--- config.mk ---
export PLATFORM = sky130hd
export DESIGN_NAME = counter_multimode
export DESIGN_NICKNAME = d
export VERILOG_FILES = /design/src/rtl/counter_multimode.sv
export SDC_FILE = /design/constraint.sdc
export NUM_CORES = 1
export LEC_CHECK = 0
export BUFFER_PORTS_ARGS = -buffer_cell sky130_fd_sc_hd__buf_4
export CAP_MARGIN = 30
export CORE_MARGIN = 5
export CORE_UTILIZATION = 37
export CTS_CLUSTER_SIZE = 25
export DETAILED_ROUTE_END_ITERATION = 6
export RECOVER_POWER = 100
export SLEW_MARGIN = 15
export SYNTH_ARGS = -nofsm -noshare
export SYNTH_HDL_FRONTEND = slang
export SYNTH_SLANG_ARGS = --single-unit
--- constraint.sdc ---
create_clock -name clk -period 6.4 [get_ports clk]
set_input_delay 0.32 -clock clk [delete_from_list [all_inputs] [get_ports clk]]
set_output_delay 0.32 -clock clk [all_outputs]
set_load 0.005 [all_outputs]
--- src/rtl/counter_multimode.sv ---
// Multi-mode counter: binary, mod-N, Gray, ring and Johnson selectable at run time,
// with direction control, synchronous parallel load, a registered wrap pulse and a sticky overflow flag.
// Ports: clk/rst (async active-high), en/up/mode/mod_val/sat/load/load_val/clr_ovf in; count/wrap/ovf out.
// All outputs are registered, so there is no combinational path from any input to any output.
module counter_multimode #(
  parameter int WIDTH = 8
) (
  input  logic             clk,
  input  logic             rst,
  input  logic             en,
  input  logic             up,
  input  logic [2:0]       mode,
  input  logic [WIDTH-1:0] mod_val,
  input  logic             sat,
  input  logic             load,
  input  logic [WIDTH-1:0] load_val,
  input  logic             clr_ovf,
  output logic [WIDTH-1:0] count,
  output logic             wrap,
  output logic             ovf
);

  localparam logic [2:0] M_BIN  = 3'd0;
  localparam logic [2:0] M_MODN = 3'd1;
  localparam logic [2:0] M_GRAY = 3'd2;
  localparam logic [2:0] M_RING = 3'd3;
  localparam logic [2:0] M_JOHN = 3'd4;

  localparam logic [WIDTH-1:0] ZERO = '0;
  localparam logic [WIDTH-1:0] ONE  = {{(WIDTH-1){1'b0}}, 1'b1};
  localparam logic [WIDTH-1:0] ALL1 = '1;

  // mode_q keeps the raw select so that a change between two BIN aliases (5-7) still reseeds.
  logic [2:0]       mode_q, mode_nxt;
  logic [2:0]       eff_q, eff_nxt;
  logic [WIDTH-1:0] bin_q, bin_nxt;
  logic [WIDTH-1:0] sh_q, sh_nxt;
  logic [WIDTH-1:0] count_nxt;
  logic [WIDTH-1:0] nm1;
  logic             wrap_nxt;
  logic             sat_hit;
  logic             sat_on;
  logic             ovf_nxt;

  assign eff_q   = (mode_q > M_JOHN) ? M_BIN : mode_q;
  assign eff_nxt = (mode_nxt > M_JOHN) ? M_BIN : mode_nxt;
  assign nm1     = mod_val - ONE;
  assign sat_on  = sat && (eff_q == M_BIN);  // GRAY shares the binary stepping but never saturates

  always_comb begin
    mode_nxt = mode_q;
    bin_nxt  = bin_q;
    sh_nxt   = sh_q;
    wrap_nxt = 1'b0;
    sat_hit  = 1'b0;
    if (mode != mode_q) begin
      mode_nxt = mode;
      bin_nxt  = ZERO;
      sh_nxt   = (mode == M_RING) ? ONE : ZERO;
    end else if (load) begin
      if (eff_q == M_RING || eff_q == M_JOHN) sh_nxt = load_val;
      else                                    bin_nxt = load_val;
    end else if (en) begin
      case (eff_q)
        M_MODN: begin
          if (mod_val <= ONE) begin
            bin_nxt  = ZERO;
            wrap_nxt = 1'b1;
          end else if (up) begin
            if (bin_q >= nm1) begin
              bin_nxt  = ZERO;
              wrap_nxt = 1'b1;
            end else begin
              bin_nxt = bin_q + ONE;
            end
          end else if (bin_q == ZERO) begin
            bin_nxt  = nm1;
            wrap_nxt = 1'b1;
          end else if (bin_q >= mod_val) begin
            // Out-of-range value (e.g. after a load) snaps to the top without a wrap.
            bin_nxt = nm1;
          end else begin
            bin_nxt = bin_q - ONE;
          end
        end
        M_RING: begin
          if (sh_q == ZERO) begin
            sh_nxt = ONE;
          end else begin
            sh_nxt   = up ? {sh_q[WIDTH-2:0], sh_q[WIDTH-1]} : {sh_q[0], sh_q[WIDTH-1:1]};
            wrap_nxt = (sh_nxt == ONE);
          end
        end
        M_JOHN: begin
          sh_nxt   = up ? {sh_q[WIDTH-2:0], ~sh_q[WIDTH-1]} : {~sh_q[0], sh_q[WIDTH-1:1]};
          wrap_nxt = (sh_nxt == ZERO);
        end
        default: begin  // BIN and GRAY
          if (up ? (bin_q == ALL1) : (bin_q == ZERO)) begin
            if (sat_on) begin
              sat_hit = 1'b1;
            end else begin
              bin_nxt  = up ? ZERO : ALL1;
              wrap_nxt = 1'b1;
            end
          end else begin
            bin_nxt = up ? bin_q + ONE : bin_q - ONE;
          end
        end
      endcase
    end
  end

  always_comb begin
    count_nxt = bin_nxt;
    case (eff_nxt)
      M_GRAY:         count_nxt = bin_nxt ^ (bin_nxt >> 1);
      M_RING, M_JOHN: count_nxt = sh_nxt;
      default:        count_nxt = bin_nxt;
    endcase
  end

  // A new overflow event in the same cycle takes precedence over clr_ovf.
  assign ovf_nxt = wrap_nxt | sat_hit | (ovf & ~clr_ovf);

  always_ff @(posedge clk or posedge rst) begin
    if (rst) begin
      mode_q <= M_BIN;
      bin_q  <= ZERO;
      sh_q   <= ZERO;
      count  <= ZERO;
      wrap   <= 1'b0;
      ovf    <= 1'b0;
    end else begin
      mode_q <= mode_nxt;
      bin_q  <= bin_nxt;
      sh_q   <= sh_nxt;
      count  <= count_nxt;
      wrap   <= wrap_nxt;
      ovf    <= ovf_nxt;
    end
  end

endmodule

Word-level counts from Yosys, hierarchy flattened:

Cells that the tools add are included.

* bits in registers: 29
* logic and storage cells: 85
* input port bits: 26
* output and inout bits: 10

* reduce and logical (&&, ||, !) cells: 9
* bitwise gates (word level): 7
* add/sub/neg operators: 3
* magnitude comparators: 5
* eq/ne operators: 10
* multiplexer cells: 45

Operators with widths (count)
* 2-to-1 mux 8 bit: 20
* one-hot mux 8 bit (2 select lines): 3
* logical NOT 8 bit: 3
* 2-to-1 mux 1 bit: 18
* greater-or-equal comparator 8 bit: 2
* subtractor 8 x 1 -> 8 bit (second input constant): 2
* == test 3 x 2 -> 1 bit (second input constant): 4
* 2-to-1 mux 3 bit: 3
* adder 8 x 1 -> 8 bit (second input constant): 1
* == test 8 x 1 -> 1 bit (second input constant): 1
* == test 8 bit (second input constant): 1
* <= comparator 8 x 1 -> 1 bit (second input constant): 1
* XOR 8 x 7 -> 8 bit: 1
* == test 3 bit (second input constant): 2
* > comparator 3 bit (second input constant): 2
* OR reduction 2 bit: 2
* == test 3 x 1 -> 1 bit (second input constant): 1
* logical NOT 3 bit: 1
* != test 3 bit: 1
* inverter 1 bit: 3
* one-hot mux 1 bit (3 select lines): 1
* OR reduction 3 bit: 1
* OR 1 bit: 2
* bitwise AND 1 bit: 1
* 2 further kinds: 2

Depth between registers and ports, before layout:

Gate-level depths: netlist of the first run.

* depth after elaboration: 12
* depth in mapped cells: 16
* depth with buffers taken out: 16

Worst setup path after synthesis of the first run:

No wires, ideal clock.

* path type: input -> register
* start: input mod_val[5]
* end: register count[1]
* data arrival time: 3.530 ns
* stages on the path: 11
* path buffers: 0
* setup slack: 2.731 ns
* setup time: 0.139 ns
* path through: or4_1 > nor4_1 > xnor2_1 > ha_1 > nand4_1 > o311ai_1 > o311ai_0 > a21o_1 > o21a_2 > and3_1 > or4_1

* longest elaborated chain between the ends: 11
* elaborated cells on any way between the ends: 15
* classes of those cells: add/sub: 1; order compare: 3; mux: 10; bitwise: 1

Ends and longest elaborated chain
* from (decl): RTL line 13 `input logic [WIDTH-1:0] mod_val,`
* subtractor 8 x 1 -> 8 bit or greater-or-equal comparator 8 bit (tied branches): RTL line 47, 79
* greater-or-equal comparator 8 bit or 2-to-1 mux 8 bit (tied branches): RTL line 70, 79
* 2-to-1 mux 8 bit, on equally long branches: RTL line 70, 76
* 2-to-1 mux 8 bit: RTL line 69 `end else if (up) begin`
* 2-to-1 mux 8 bit *: RTL line 66 `if (mod_val <= ONE) begin`
* one-hot mux 8 bit (2 select lines) *: RTL line 64 `case (eff_q)`
* 2-to-1 mux 8 bit *: RTL line 63 `end else if (en) begin`
* 2-to-1 mux 8 bit *: RTL line 60 `end else if (load) begin`
* 2-to-1 mux 8 bit *: RTL line 56 `if (mode != mode_q) begin`
* via bin_nxt[2]: RTL line 36 `logic [WIDTH-1:0] bin_q, bin_nxt;`
* XOR 8 x 7 -> 8 bit *: RTL line 117 `M_GRAY: count_nxt = bin_nxt ^ (bin_nxt >> 1);`
* one-hot mux 8 bit (2 select lines) *: RTL line 116 `case (eff_nxt)`
* via count_nxt[1]: RTL line 38 `logic [WIDTH-1:0] count_nxt;`
* to (signal assigned): RTL line 138 `count <= count_nxt;`
* to (decl): RTL line 18 `output logic [WIDTH-1:0] count,`

Mark *: on every way through the listed nets, which the timed path passes. The rest lies on a longest branch.

Worst setup path after layout of the first run:

* start: register bin_q[0]
* end: register count[2]

* longest elaborated chain between the ends: 11
* elaborated cells on any way between the ends: 20
* classes of those cells: add/sub: 2; order compare: 2; eq/ne: 1; mux: 13; bitwise: 1; reduce/logical: 1

Ends and longest elaborated chain
* from (decl): RTL line 36
* from (signal assigned): RTL line 136 `bin_q <= bin_nxt;`
* subtractor 8 x 1 -> 8 bit or greater-or-equal comparator 8 bit (tied branches): RTL line 83, 107, 79
* 2-to-1 mux 8 bit: RTL line 79 `end else if (bin_q >= mod_val) begin`
* 2-to-1 mux 8 bit: RTL line 76 `end else if (bin_q == ZERO) begin`
* 2-to-1 mux 8 bit: RTL line 69
* 2-to-1 mux 8 bit: RTL line 66
* one-hot mux 8 bit (2 select lines) *: RTL line 64
* 2-to-1 mux 8 bit *: RTL line 63
* 2-to-1 mux 8 bit *: RTL line 60
* 2-to-1 mux 8 bit *: RTL line 56
* via bin_nxt[3]: RTL line 36
* XOR 8 x 7 -> 8 bit *: RTL line 117
* one-hot mux 8 bit (2 select lines) *: RTL line 116
* via count_nxt[2]: RTL line 38

Marks and branches as above.

==> impl_metrics.yaml, run 1 <==
global_routing:
  overflow: 0
  track_usage: 0.198
  grt_pass1_vias: 3391
  antenna_found_initial: 0
  grt_max_degree: 32
  grt_pass1_wl_um: 18000
cts:
  cts_resized: 0
  cts_buffers: 5
  cts_sinks: 29
  cts_tree: "done"
  h-tree-depth: 2
  clk_latency_ns: 0.29
  holdBufCountCts: 0
  post-cts-setup-buffers: 0
  cts-root-buf: "clkbuf_8"
  clkTransAtPathRegs_ns: 0.08
  clk_path_buf_depth: 2
worst_setup_path:
  path_cells: "inv_1 -> ha_1 -> or3b_1 -> or4_1 -> o2bb2ai_1 -> nand2_1 -> o221ai_1 -> o21ai_0 -> inv_1 -> o311ai_0"
  r2r_end: "count[2]$_DFF_PP0_"
  regToRegStartpoint: "bin_q[0]$_DFF_PP0_"
  crit_arrival_ns: 4.19
  r2r_slack_ns: 2.37
  reg2reg_depth: 10
  cp-end-kind: "flop"
  path_common_cell: "inv_1"
  slowest_delay_ns: 0.64
  slowest_stage: "or4_1"
  cp_max_fo: 8
  critPathLaunchType: "flop"
  worstSetupPathType: "flop to flop"
  worstPathRequired_ns: 6.55
drt:
  wl_per_cell_um: 19.6
  routed_wl_um: 11500
  remaining_drc_errors: 0
  drtPass1Iterations: 6
  ant_nets: 0
  dr.first_iter.drc_count: 385
  post_drt_via_cell_ratio: 6.32
  vias: 3699
power_and_ir_drop:
  ir_drop_uv: 112
  finalPower_uw: 627
  p_leak_uw: 0.00166
  p_per_area_nw_per_um2: 165
timing:
  clock_skew_ns: 0.0107
  drv_slew: 30
  fmax_mhz: 248
  rsz0062_at_grt: "no"
  setup_tns_ns: 0
  hold_viol: 0
  period_minus_slack_ns: 4.03
  post-route-period-util: 0.630
  finalSetupViolCount: 0
  relSlewSlack: -0.0847
  tightest_slew_ns: 1.63
floorplanning:
  die_w_um: 107
  rows: 35
  ios: 36
  die_y_um: 107
  start_util: 0.377
  coreArea_um2: 9200
  dieArea_um2: 11400
cells_and_area:
  layout-drive-gt1-share: 0.120
  antenna_cells: 0
  stdcell_area_um2: 3810
  synthToLayoutAreaGrowth_pct: 9.70
  final_nets: 519
  fin_util: 0.414
synth:
  syn_avg_cell_area_um2: 7.46
  synth_area_um2: 3470
  synth_top_flop_cell: "dfrtp_1"
  synth_edf_count: 0
  yosysTopAreaCell: "dfrtp_1"
  netlist_instances: 465
  yosys.area_share.simple: 0.249
  synth_top_family_by_area: "compound AO/OA/AOI/OAI gates"
  yosys.area_share.adder: 0.0721
  synth_area_leaders: "dfrtp_1, ha_1, nand2_1, xnor2_1, nand3_1"
  muxShareOfSynthArea: 0.0411
  yosysUniqueCellTypes: 66
  synth_compound_area_frac: 0.305
  yosys.cell_count.top_type: "nand2_1"
  synth_top_area_frac: 0.209
  yosysSeqAreaShare: 0.209
  synth_common_cells: "nand2_1, nor2_1, dfrtp_1, inv_1, nand3_1"
  yosys_warnings: 0
  synthXorXnorAreaFrac: 0.0429
  async_reset_ff_frac: 1.00
  synth_seq_cells: 29
  mappedNetlistNets: 511
place:
  io_buffers: 35
  gp_congestion: 0.953
  dpl.hpwl_um: 8630
  placed_cell_area_um2: 3720
min_path:
  holdPathEnd: "mode_q[0]$_DFF_PP0_"
  hold_depth: 1
  hold_class: "input port to flop"
  hold_start: "mode[0]"
run_status:
  outcome: "complete, but fails checks"
  violations: "capacitance limit, slew limit"
flow_run:
  maxCapViolations: 1
==> cell type report <==
| cell class | instances | area, µm² |
|---|---|---|
| fillers | 956 | 5390 |
| multi-input cells | 369 | 2450 |
| flip-flops and latches | 29 | 726 |
| repair buffers | 38 | 263 |
| well taps | 111 | 139 |
| inverters | 30 | 113 |
| clock buffers | 5 | 68.8 |
| clock inverters | 3 | 46.3 |
==> worst max path at each step <==
stage / start / end / slack (ns) / cells past startpoint
floorplan: mod_val[5] / count[1]$_DFF_PP0_ / 2.73 / 11
global placement: mod_val[5] / count[1]$_DFF_PP0_ / 2.36 / 12
detailed placement: mod_val[5] / count[1]$_DFF_PP0_ / 2.17 / 12
CTS: mod_val[5] / count[1]$_DFF_PP0_ / 2.48 / 12
global route: bin_q[0]$_DFF_PP0_ / count[2]$_DFF_PP0_ / 2.16 / 10
finish: bin_q[0]$_DFF_PP0_ / count[2]$_DFF_PP0_ / 2.37 / 10
==> metrics by stage <==
stage	std cells	worst slack [ns]	hold slack (ns)
2_1_floorplan	465	2.73	0.398
3_3_place_gp	576	2.36	0.425
3_5_place_dp	576	2.17	0.427
4_1_cts	584	2.48	0.111
5_1_grt	585	2.16	0.336
6_report	585	2.37	0.316
==> metal layers <==
layer / share of wire / wire length, µm / global-route usage / vias up
li1: - / - / - / 1736
met1: 0.44 / 5010 / 0.286 / 1737
met2: 0.45 / 5100 / 0.302 / 200
met3: 0.096 / 1100 / 0.0307 / 26
met4: 0.022 / 255 / 0.0639 / 0
met5: 0 / 0 / 0 / -
==> critical path: cells and delay by family (launching register included) <==
kind | cells | cell delay, ns
compound gates | 4 | 1.37
simple gates | 3 | 1.33
flops | 1 | 0.51
buf+inv | 2 | 0.43
fa+ha+maj | 1 | 0.25
==> cell usage in the layout, fill, tap and decap left out, types with 4 or more instances in the layout <==
cell type	netlist	layout
a31oi_1	9	9
o21ai_0	24	25
nand2b_1	8	8
nand3_1	26	26
a21boi_0	4	4
dfrtp_1	29	29
nor3_1	15	15
or2_2	5	5
xnor2_1	17	17
o211a_1	6	6
and3_1	5	5
a21o_1	7	7
nand2_1	48	49
o211ai_1	6	6
nor2b_1	4	4
nand4_1	4	4
clkbuf_8	0	5
o311ai_0	4	7
mux2i_1	12	12
a211oi_1	10	11
and2_1	5	4
ha_1	20	20
inv_1	29	29
buf_4	0	21
a21oi_1	17	17
o21a_1	9	9
nor2_1	30	30
o22ai_1	4	4
or4_1	6	7
nor4_1	4	4
clkbuf_1	23	6
clkbuf_4	0	11
==> registers in the layout, summed over array words and instances, names as in the netlist <==
name / count
wrap: 1
count: 8
sh_q: 8
mode_q: 3
bin_q: 8
ovf: 1
==> report_power, final <==
group	switching (µW)	internal, µW
clock	84.4	117
sequential	18.4	193
combinational	132	83.8
total	234	393
==> cell families after synthesis <==
family | count (synthesis)
multiplexers | 14
adder cells (fa/ha/maj) | 20
XOR/XNOR | 17
AND/OR/NAND/NOR | 173
buffers and inverters | 67
flip-flops | 29
AO/OA/AOI/OAI | 145
No activity file was read; power rests on OpenSTA's default activity.
==> run 2: changes to the inputs <==
--- a/config.mk
+++ b/config.mk
@@ -5,6 +5,7 @@
 export SDC_FILE = /design/constraint.sdc
 export NUM_CORES = 1
 export LEC_CHECK = 0
+export ABC_AREA = 1
 export BUFFER_PORTS_ARGS = -buffer_cell sky130_fd_sc_hd__buf_4
 export CAP_MARGIN = 30
 export CORE_MARGIN = 5
==> constraint.sdc (replaced) <==
create_clock -name clk -period 4 [get_ports clk]
set_input_delay 0.2 -clock clk [delete_from_list [all_inputs] [get_ports clk]]
set_output_delay 0.2 -clock clk [all_outputs]
set_load 0.005 [all_outputs]
==> run 2 against run 1 <==
Clock power grew 21%. Core utilization up 0.35 points. First-iteration DRC count decreased by 21%. Global-route usage fell by 0.26 points. Sequential cell count did not move. Critical path type unchanged. Highest routed layer unchanged. Final cell count is 25% higher. The run ends with hold timing left. Critical endpoint is now count[4]$_DFF_PP0_. Critical path depth grew 5. Fmax grew 37%. Area after synthesis rose by 2.2%. Sequential share of layout area decreased by 0.34 points.
==> impl_metrics.yaml, run 2 <==
run_status:
  outcome: "complete, but fails checks"
  violations: "hold timing"
global_routing:
  grt_pass1_vias: 3693
  overflow: 0
  grt_max_degree: 37
  antenna_found_initial: 0
  grt_pass1_wl_um: 18300
  track_usage: 0.196
timing:
  post-route-period-util: 0.738
  setup_tns_ns: 0
  relSlewSlack: 0.360
  finalSetupViolCount: 0
  tightest_slew_ns: 0.960
  clock_skew_ns: 0.00550
  fmax_mhz: 339
  hold_viol: 12
  worst_hold_slack_ns: -0.0484
  drv_slew: 0
  period_minus_slack_ns: 2.95
  rsz0062_at_grt: "no"
drt:
  vias: 3871
  ant_nets: 0
  wl_per_cell_um: 15.3
  drtPass1Iterations: 5
  remaining_drc_errors: 0
  dr.first_iter.drc_count: 305
  routed_wl_um: 11200
  post_drt_via_cell_ratio: 5.31
power_and_ir_drop:
  clkPwrFrac: 0.255
  power_frac_comb: 0.401
  p_int_uw: 573
  p_sw_uw: 385
  swShare: 0.402
  p_leak_uw: 0.00204
  seq_power_share: 0.344
  ir_drop_uv: 205
  p_per_area_nw_per_um2: 247
floorplanning:
  coreArea_um2: 9280
  die_w_um: 108
  ios: 36
  die_y_um: 108
  rows: 35
  start_util: 0.382
  dieArea_um2: 11600
cts:
  holdBufCountCts: 0
  clk_path_buf_depth: 2
  clkTransAtPathRegs_ns: 0.06
  cts_tree: "done"
  h-tree-depth: 2
  cts_buffers: 5
  cts_resized: 0
  clk_latency_ns: 0.28
  post-cts-setup-buffers: 0
  cts-root-buf: "clkbuf_8"
  cts_sinks: 29
worst_setup_path:
  worstPathRequired_ns: 4.22
  path_cells: "inv_1 -> nand2_1 -> nor2_1 -> inv_1 -> nand2_4 -> inv_4 -> nor2_1 -> nand2_1 -> o21ai_0 -> nand2_1 -> a31oi_1 -> nand2_1 -> nand2_1 -> inv_1 -> nand2_1"
  regToRegStartpoint: "mode_q[2]$_DFF_PP0_"
  reg2reg_depth: 15
  r2r_slack_ns: 1.05
  critPathLaunchType: "flop"
  r2r_end: "count[4]$_DFF_PP0_"
  cp_max_fo: 20
  worstSetupPathType: "flop to flop"
  slowest_stage: "nor2_1"
  slowest_delay_ns: 0.60
  cp-end-kind: "flop"
  path_common_cell: "nand2_1"
  crit_arrival_ns: 3.17
synth:
  synth_seq_cells: 29
  yosysTopAreaCell: "dfrtp_1"
  yosys.cell_count.top_type: "nand2_1"
  synth_top_flop_cell: "dfrtp_1"
  mappedNetlistNets: 624
  synth_area_um2: 3550
  synth_common_cells: "nand2_1, inv_1, nand3_1"
  synth_top_area_frac: 0.205
  synth_area_leaders: "dfrtp_1, nand2_1, nand3_1, inv_1, ha_1"
  yosys.area_share.adder: 0.0706
  yosysUniqueCellTypes: 43
  yosys.area_share.simple: 0.388
  synthXorXnorAreaFrac: 0.0296
  synth_edf_count: 0
  yosys_warnings: 0
  yosysSeqAreaShare: 0.205
  netlist_instances: 578
  syn_avg_cell_area_um2: 6.13
  async_reset_ff_frac: 1.00
  muxShareOfSynthArea: 0
  synth_top_family_by_area: "simple AND/OR/NAND/NOR gates"
  synth_compound_area_frac: 0.186
place:
  io_buffers: 35
  gp_congestion: 0.954
  dpl.hpwl_um: 8800
  placed_cell_area_um2: 3860
  place_inst: 722
min_path:
  hold_class: "input port to async pin"
cells_and_area:
  antenna_cells: 0
  seq_area_um2: 726
  final_cells: 729
  stdcell_area_um2: 3870
  synthToLayoutAreaGrowth_pct: 9.28
  final_nets: 646
  multi_input_area_um2: 2350
  fillers: 1052
  most-common-layout-cells: "nand2_1, inv_1, nand3_1"
  reg_top3: "bin_q: 8 flops, count: 8 flops, sh_q: 8 flops"
  final_common_cell: "nand2_1"
  layout-drive-gt1-share: 0.108
flow_run:
  maxCapViolations: 0
## run 2: changes by cell type after synthesis, sizes merged, moves of 17 or more
| cell | before | now |
|---|---|---|
| nor2 | 30 | 54 |
| a21oi | 18 | 39 |
| inv | 30 | 75 |
| nand2 | 50 | 190 |
| nand3 | 26 | 60 |
| clkbuf | 23 | 6 |
## run 2: critical path: cells and delay by family, from the launching register on
| family | cells | cell delay (ns) |
|---|---|---|
| AOI/OAI and AO/OA | 2 | 0.48 |
| and+or+nand+nor | 9 | 1.59 |
| buffers and inverters | 4 | 0.37 |
| DFF | 1 | 0.42 |
## run 2: worst max path at each step
stage                                    from                 end  slack [ns]
after floorplan                    mod_val[1]  count[2]$_DFF_PP0_        1.76
after global placement             mod_val[1]  count[6]$_DFF_PP0_        1.16
after detailed placement           mod_val[0]  count[5]$_DFF_PP0_        1.16
after CTS                  bin_q[0]$_DFF_PP0_  count[4]$_DFF_PP0_        1.40
after global routing       bin_q[0]$_DFF_PP0_  count[4]$_DFF_PP0_        0.76
final                     mode_q[2]$_DFF_PP0_  count[4]$_DFF_PP0_        1.05
## run 2: power groups by stage
| stage | registers [µW] | clock network, µW | logic (µW) |
|---|---|---|---|
| floorplan | 323 | 0 | 294 |
| global placement | 335 | 0 | 388 |
| detailed placement | 335 | 0 | 393 |
| CTS | 330 | 250 | 395 |
| global route | 332 | 260 | 434 |
| finish | 330 | 244 | 384 |
## run 2: per-stage QoR
step	util	power (µW)	setup WS, ns	hold slack, ns
6_report	0.417	958	1.05	-0.0484
4_1_cts	0.425	975	1.40	0.0117
5_1_grt	0.417	1030	0.756	0.00394
3_5_place_dp	0.416	727	1.16	0.318
3_3_place_gp	0.413	724	1.16	0.337
2_1_floorplan	-	617	1.76	0.278
## run 2: area by class of cell
cell class	instances	area share
multi-input combinational	450	0.608
sequential	29	0.187
inverter	78	0.0762
timing repair buffer	36	0.0649
tap	129	0.0417
clock buffer	7	0.0223
## run 2: cell families (layout without fill, tap and decap cells)
family | Yosys count | count (layout)
xor+xnor | 12 | 12
flops | 29 | 29
compound gates | 103 | 103
buf+inv | 99 | 121
fa+ha+maj | 20 | 20
simple gates | 315 | 315
## run 2: routing by layer
metal	up-vias	global-route usage	part of all wire	wire, µm
li1	1913	-	-	-
met1	1770	0.266	0.44	4930
met2	159	0.318	0.46	5150
met3	29	0.0216	0.067	743
met4	0	0.0721	0.030	338
met5	-	0	0	0
==> run 3: changes to the inputs <==
--- a/config.mk
+++ b/config.mk
@@ -5,7 +5,7 @@
 export SDC_FILE = /design/constraint.sdc
 export NUM_CORES = 1
 export LEC_CHECK = 0
-export ABC_AREA = 1
+export ABC_AREA = 0
 export BUFFER_PORTS_ARGS = -buffer_cell sky130_fd_sc_hd__buf_4
 export CAP_MARGIN = 30
 export CORE_MARGIN = 5
==> constraint.sdc (replaced) <==
create_clock -name clk -period 2.7 [get_ports clk]
set_input_delay 0.135 -clock clk [delete_from_list [all_inputs] [get_ports clk]]
set_output_delay 0.135 -clock clk [all_outputs]
set_load 0.005 [all_outputs]
==> run 3 against run 2 <==
The flow finishes with violations (capacitance limit, slew limit, setup timing). Sequential power rose by 46%. Die area fell by 2.0%. Routed wire length rose by 22%. Hold slack improved by 0.098 ns.
==> impl_metrics.yaml, run 3 (same netlist as run 1, synthesis figures left out) <==
min_path:
  holdPathEnd: "mode_q[2]$_DFF_PP0_"
  hold_depth: 1
  hold_start: "mode[2]"
  hold_class: "input port to flop"
floorplanning:
  die_y_um: 107
  ios: 36
  die_w_um: 107
  rows: 35
  coreArea_um2: 9200
  dieArea_um2: 11400
  start_util: 0.377
timing:
  worst_hold_slack_ns: 0.0497
  setup_tns_ns: -3.02
  hold_viol: 0
  rsz0062_at_grt: "yes"
  relSlewSlack: -0.0824
  tightest_slew_ns: 1.62
  finalSetupViolCount: 12
  post-route-period-util: 1.16
  period_minus_slack_ns: 3.14
  drv_slew: 30
  clock_skew_ns: 0.00561
  final.setup.worst_slack_ns: -0.439
  fmax_mhz: 319
place:
  gp_congestion: 1.02
  dpl.hpwl_um: 10300
  io_buffers: 35
run_status:
  violations: "capacitance limit, slew limit, setup timing"
  outcome: "complete, but fails checks"
power_and_ir_drop:
  clkPwrFrac: 0.271
  p_int_uw: 1160
  ir_drop_uv: 226
  power_frac_comb: 0.464
  swShare: 0.361
  p_leak_uw: 0.00238
  p_sw_uw: 655
  p_per_area_nw_per_um2: 346
  seq_power_share: 0.265
worst_setup_path:
  critPathLaunchType: "input port"
  reg2reg_depth: 10
  worstSetupPathType: "input port to flop"
  crit_arrival_ns: 3.29
  worstPathRequired_ns: 2.85
  r2r_slack_ns: -0.41
  cp-end-kind: "flop"
  cp_max_fo: 4
  r2r_end: "count[1]$_DFF_PP0_"
  regToRegStartpoint: "bin_q[1]$_DFF_PP0_"
global_routing:
  antenna_found_initial: 0
  track_usage: 0.237
  grt_max_degree: 30
  grt_pass1_wl_um: 21700
  grt_pass1_vias: 4137
  overflow: 0
cts:
  cts_buffers: 5
  h-tree-depth: 2
  cts_sinks: 29
  cts_tree: "done"
  clk_latency_ns: 0.29
  cts-root-buf: "clkbuf_8"
  clk_path_buf_depth: 2
  clkTransAtPathRegs_ns: 0.07
cells_and_area:
  fin_util: 0.571
  synthToLayoutAreaGrowth_pct: 51.2
  final_nets: 642
  reg_top3: "bin_q: 8 flops, count: 8 flops, sh_q: 8 flops"
  final_common_cell: "buf_4"
  fillers: 836
  layout-drive-gt1-share: 0.399
  most-common-layout-cells: "buf_4, nand2_1, dfrtp_1"
  antenna_cells: 0
drt:
  ant_nets: 0
  vias: 4286
  dr.first_iter.drc_count: 441
  routed_wl_um: 13600
  drtPass1Iterations: 5
  wl_met1_um: 5940
  met2WireLength_um: 6220
  remaining_drc_errors: 0
  dr.max_layer_used: "met4"
  wl_met3_um: 1150
  post_drt_via_cell_ratio: 6.05
  wl_per_cell_um: 19.2
flow_run:
  maxCapViolations: 1
-- run 3: cell types whose count changed in the layout (fill, tap and decap cells not counted), moves of 10 or more --
cell,before,now
mux2i_1,0,12
buf_4,20,127
a21oi_1,37,13
xnor2_1,5,16
o21ai_0,31,21
inv_1,73,25
buf_6,0,15
nor2_1,48,26
nand2_1,184,48
nand3_1,57,26
-- run 3: worst max-delay path: stages --
cell      delay (ns)
buf_6           0.09
or4_4           0.56
nor4_4          0.33
xnor2_2         0.13
ha_4            0.30
nand4_1         0.17
o311ai_4        0.34
o311ai_1        0.14
a21o_1          0.21
o21a_2          0.24
and3_1          0.16
or4_1           0.47
-- run 3: area by class of cell --
| class | count | area, µm² | share of cell area |
|---|---|---|---|
| tap | 111 | 139 | 0.0265 |
| inverter | 30 | 118 | 0.0224 |
| sequential | 29 | 727 | 0.139 |
| clock buffer | 6 | 82.6 | 0.0157 |
| multi-input combinational | 369 | 2890 | 0.551 |
| timing repair buffer | 161 | 1250 | 0.239 |
| clock inverter | 2 | 37.5 | 0.00715 |
-- run 3: how the worst max path moves through the flow --
| stage | from | to | slack, ns | cells past startpoint |
|---|---|---|---|---|
| 6_report | mod_val[2] | count[1]$_DFF_PP0_ | -0.44 | 12 |
| 3_5_place_dp | mod_val[5] | count[1]$_DFF_PP0_ | -0.68 | 14 |
| 4_1_cts | bin_q[1]$_DFF_PP0_ | count[1]$_DFF_PP0_ | -0.37 | 12 |
| 2_1_floorplan | mod_val[5] | count[1]$_DFF_PP0_ | -0.44 | 13 |
| 3_3_place_gp | mod_val[5] | count[1]$_DFF_PP0_ | -0.55 | 14 |
| 5_1_grt | mod_val[2] | count[1]$_DFF_PP0_ | -0.52 | 12 |
-- run 3: power groups by stage --
stage               combinational [µW]  clock (µW)  sequential (µW)
global placement                   714           0              489
CTS                                789         501              481
floorplan                          403           0              478
detailed placement                 720           0              489
global route                       903         517              485
finish                             842         492              481
-- run 3: what timing repair did --
item / CTS / global route
setup endpoints to repair: 13 / 16
setup buffers: 11 / 5
pin swaps: 23 / 31
hold buffers: 1 / 0
gates resized for setup: 49 / 35
hold endpoints to repair: 29 / 0
-- run 3: through the flow --
step	area, µm²	cells	setup slack, ns	total power, µW
6_report	5250	708	-0.439	1810
5_1_grt	5250	708	-0.518	1910
4_1_cts	5070	705	-0.370	1770
3_5_place_dp	4620	685	-0.681	1210
3_3_place_gp	4620	685	-0.551	1200
2_1_floorplan	3550	465	-0.438	881
-- run 3: metal layers --
metal / track usage / vias up
li1: - / 1997
met1: 0.341 / 2031
met2: 0.371 / 232
met3: 0.0349 / 26
met4: 0.0630 / 0
met5: 0 / -
